`config.mk`:
```
export PLATFORM = sky130hd
export DESIGN_NAME = pipe_scoreboard
export DESIGN_NICKNAME = d
export VERILOG_FILES = /design/src/rtl/pipe_scoreboard.sv
export SDC_FILE = /design/constraint.sdc
export NUM_CORES = 1
export LEC_CHECK = 0
export CORE_MARGIN = 2
export CORE_UTILIZATION = 50
export DETAILED_ROUTE_END_ITERATION = 16
export HOLD_SLACK_MARGIN = 0.12
export PLACE_DENSITY = 0.7
export SKIP_CTS_REPAIR_TIMING = 1
export SLEW_MARGIN = 10
export SYNTH_ARGS = -nofsm -noshare
export SYNTH_HDL_FRONTEND = slang
export SYNTH_SLANG_ARGS = --single-unit
```
`constraint.sdc`:
```
create_clock -name clk -period 7 [get_ports clk]
set_clock_uncertainty 0.15 [all_clocks]
set_input_delay 0.7 -clock clk [delete_from_list [all_inputs] [get_ports clk]]
set_output_delay 0.7 -clock clk [all_outputs]
set_load 0.05 [all_outputs]
```
`src/rtl/pipe_scoreboard.sv`:
```
//------------------------------------------------------------------------------
// Module  : pipe_scoreboard
// Purpose : Per-register latency countdown scoreboard that stalls ID issue on
//           RAW and WAW hazards, with pipeline freeze and branch flush.
// Rev     : 1.0  initial release
//------------------------------------------------------------------------------
`default_nettype none

module pipe_scoreboard #(
   parameter int NUM_REGS = 32,
   parameter int REG_AW   = 5,
   parameter int CNT_W    = 3,
   parameter int MAX_LAT  = 7,
   parameter bit R0_ZERO  = 1'b1
) (
   input  logic                clk,
   input  logic                rst,
   input  logic                issue_valid,
   input  logic [REG_AW-1:0]   src1,
   input  logic                src1_used,
   input  logic [REG_AW-1:0]   src2,
   input  logic                src2_used,
   input  logic [REG_AW-1:0]   dest,
   input  logic                dest_wen,
   input  logic [CNT_W-1:0]    dest_lat,
   input  logic                freeze,
   input  logic                flush,
   output logic                stall,
   output logic                issue_fire,
   output logic [NUM_REGS-1:0] pending,
   output logic [REG_AW:0]     inflight,
   output logic                lat_err
);

   localparam logic [CNT_W-1:0] c_max_lat = CNT_W'(MAX_LAT);

   logic [CNT_W-1:0] w_cnt [NUM_REGS];
   logic             w_raw1;
   logic             w_raw2;
   logic             w_waw;
   logic             w_lat_over;
   logic [CNT_W-1:0] w_load_val;
   logic             w_load;
   logic             r_lat_err;

   assign w_raw1 = src1_used & (w_cnt[src1] != '0);
   assign w_raw2 = src2_used & (w_cnt[src2] != '0);
   // A younger write must not complete before an older one to the same reg.
   assign w_waw  = dest_wen & (w_cnt[dest] > dest_lat);

   assign stall      = issue_valid & (w_raw1 | w_raw2 | w_waw);
   assign issue_fire = issue_valid & ~stall & ~freeze & ~flush;

   assign w_lat_over = (dest_lat > c_max_lat);
   assign w_load_val = w_lat_over ? c_max_lat : dest_lat;
   assign w_load     = issue_fire & dest_wen;

   genvar i;
   generate
      for (i = 0; i < NUM_REGS; i++) begin : g_reg
         if (R0_ZERO && (i == 0)) begin : g_zero
            assign w_cnt[i] = '0;
         end else begin : g_cnt
            logic [CNT_W-1:0] r_cnt;

            // A fresh load wins over this register's own decrement.
            always_ff @(posedge clk) begin
               if (rst) begin
                  r_cnt <= '0;
               end else if (!freeze) begin
                  if (w_load && (dest == REG_AW'(i))) begin
                     r_cnt <= w_load_val;
                  end else if (r_cnt != '0) begin
                     r_cnt <= r_cnt - 1'b1;
                  end
               end
            end

            assign w_cnt[i] = r_cnt;
         end

         assign pending[i] = (w_cnt[i] != '0);
      end
   endgenerate

   always_comb begin
      inflight = '0;
      for (int k = 0; k < NUM_REGS; k++) begin
         inflight = inflight + (REG_AW+1)'(pending[k]);
      end
   end

   always_ff @(posedge clk) begin
      if (rst) begin
         r_lat_err <= 1'b0;
      end else if (issue_fire && w_lat_over) begin
         r_lat_err <= 1'b1;
      end
   end

   assign lat_err = r_lat_err;

endmodule

`default_nettype wire

```
==> summary.txt, run 1 <==
final hold viol count - 0
nets@finish - 1312
MaxCap Viol Count - 0
Vias - 9205
Initial Util - 51.3%
CORE AREA - 18100 sq um
Std-Cell Rows - 49
hold crit path type - flip-flop to flip-flop
final slew viol count - 0
CTS clk-pin slew, worst paths - 0.07 ns
Top FF cell, synth - dfxtp_1
Die Ht - 140 microns
filler cell count - 1634
# diodes - 0
initial antenna violation count - 0
DRT iter0 DRCs - 1147
most numerous cell in the Yosys netlist - inv_1
Seq/Total Area, Yosys - 20.2%
Final min period - 6.84 ns
f_max - 146 MHz
Rel. slew slack - 27.4%
crit share post-route - 97.8%
status - finished clean
Synth area leaders - dfxtp_1 (20%), ha_1 (9.7%), mux4_2 (6.5%)
Die Wd - 140 microns
ys async rst share - 0%
syn nets - 1285
drt drc - 0
final WL - 29.8 mm
CP Launch Type - flip-flop
unique cell type count in the Yosys netlist - 62
final hold slack - 0.315 ns
WP data arrival - 5.99 ns
first-pass GRT wire length - 47.0 mm
Post-synth EDFFs - 0
Post-Route Utilization - 58.6%
Port Buffers - 65
Via density - 6.46
mapped cell area - 9320 sq um
Clock Latency Late Sink - 0.37 ns
worst-path maximum fanout - 5
die footprint - 19700 sq um
CTS Buf Count - 9
clock sink count - 94
I/O Pins - 67
CTS Buffer Depth - 2
WS Path Type - flip-flop to output pin
final setup fails - 0
Crit. End Element - output pin
Synth area leader - dfxtp_1
GP Congestion - 0.974
gr usage total - 30.2%
Layout area overhead - 14.2%
CTS tree - yes
share of layout cells above drive strength 1 - 12.1%
share of the synthesized area in the top cell type - 20.2%
CTS root buf - clkbuf_16
largest net degree at the start of global routing - 85
DP Wirelength - 20.8 mm
Seq cells post-synth - 94
Wirelength per Cell - 20.9 microns
gr ovfl total - 0
remaining antenna violation count - 0
Post-Syn Area per Cell - 8.00 sq um
DRT Pass-1 Iters - 5
H-tree Lvls - 3
vias in the first global route - 8442
cells after synthesis - 1164
Worst EP required - 6.15 ns
Yosys Warn Count - 0
commonest cells in the netlist - inv_1 (126), nor2_1 (113), dfxtp_1 (94)
Slew @ Worst Pin - 1.08 ns
## metal layers
metal | share of wire (%) | up-vias | GRT usage (%)
met5 | 0.14 | - | 0
met4 | 3.4 | 2 | 12.0
met3 | 9.9 | 83 | 7.73
met2 | 44 | 463 | 45.4
met1 | 43 | 4380 | 41.8
li1 | - | 4277 | -
## cell families (layout without fill, tap and decap cells)
family / after synthesis / after routing / share of synthesized area [%]
buffers and inverters: 198 / 230 / 8.19
other: 1 / 1 / 0.0403
and+or+nand+nor: 477 / 477 / 27.6
muxes: 71 / 71 / 11.5
xor gates and xnor gates: 3 / 3 / 0.282
AOI/OAI and AO/OA: 225 / 225 / 17.6
adders and majority gates: 95 / 95 / 14.6
DFF: 94 / 94 / 20.2
## final cells by class
type	instances	area, sq um	area share [%]
well taps	229	287	2.69
repair buffers	86	846	7.95
multi-input cells	872	6790	63.8
clock buffers	13	260	2.45
flip-flops and latches	94	1940	18.2
clock inverters	3	42.5	0.400
inverters	128	480	4.52
## path summary, 6_finish.rpt
| kind | startpoint | to | slack [ns] | cells after the start |
|---|---|---|---|---|
| worst max-delay path | g_reg[22].g_cnt.r_cnt[0]$_SDFFE_PP0P_ | inflight[4] | 0.16 | 18 |
| worst min-delay path | lat_err$_SDFFE_PP0P_ | lat_err$_SDFFE_PP0P_ | 0.32 | 1 |
| worst max register to register | g_reg[20].g_cnt.r_cnt[1]$_SDFFE_PP0P_ | g_reg[4].g_cnt.r_cnt[0]$_SDFFE_PP0P_ | 2.29 | 13 |
| worst min register to register | lat_err$_SDFFE_PP0P_ | lat_err$_SDFFE_PP0P_ | 0.32 | 1 |
## stage by stage
stage	worst slack (ns)	cell area, sq um	cells	setup TNS, ns
CTS	-0.239	10400	1416	-0.239
finish	0.156	10600	1425	0
detailed placement	0.184	10100	1400	0
global route	-0.0191	10600	1425	-0.0191
global placement	0.280	10100	1400	0
floorplan	0.0790	9320	1164	0
## placed cells by master (no fill, tap or decap), types with 15 or more instances in the layout
cell	instances
nor2b_1	15
fa_1	19
buf_4	25
and3_1	32
mux2i_1	40
clkdlybuf4s50_1	56
nor4_1	44
nand2_1	43
o211a_1	30
inv_1	116
o21ai_0	71
nor2_1	112
nor3_1	57
a21oi_1	40
nand2b_1	43
nand4b_1	31
dfxtp_1	72
mux4_2	27
nand3_1	64
ha_1	67
o221ai_1	32
## state kept, by name, indices dropped and copies added, names as in the netlist
register and flops:
g.g_cnt.r_cnt 93, lat_err 1
## worst max-delay path, cell delays in order, from the launching register on
cell,delay (ns)
dfxtp_4,0.37
inv_1,0.08
ha_1,0.22
nor2b_4,0.14
fa_2,0.59
fa_1,0.44
fa_1,0.57
inv_1,0.08
fa_1,0.56
inv_1,0.06
fa_1,0.46
fa_1,0.52
inv_1,0.05
fa_2,0.35
fa_2,0.38
a21o_1,0.19
a21oi_2,0.14
xnor2_1,0.14
bufbuf_16,0.30
Power of run 1 is left out: the tool's default activity adds up to more than one toggle a clock period on the data nets, which glitch-free logic cannot reach.
==> run 2: changes to the inputs <==
--- a/config.mk
+++ b/config.mk
@@ -11,7 +11,7 @@
 export HOLD_SLACK_MARGIN = 0.12
 export PLACE_DENSITY = 0.7
 export SKIP_CTS_REPAIR_TIMING = 1
-export SLEW_MARGIN = 10
+export SLEW_MARGIN = 20
 export SYNTH_ARGS = -nofsm -noshare
 export SYNTH_HDL_FRONTEND = slang
 export SYNTH_SLANG_ARGS = --single-unit
==> results of run 2 <==
The final DEF is identical to that of run 1; final timing and power are the same.
Power of run 2 is left out for the same reason.
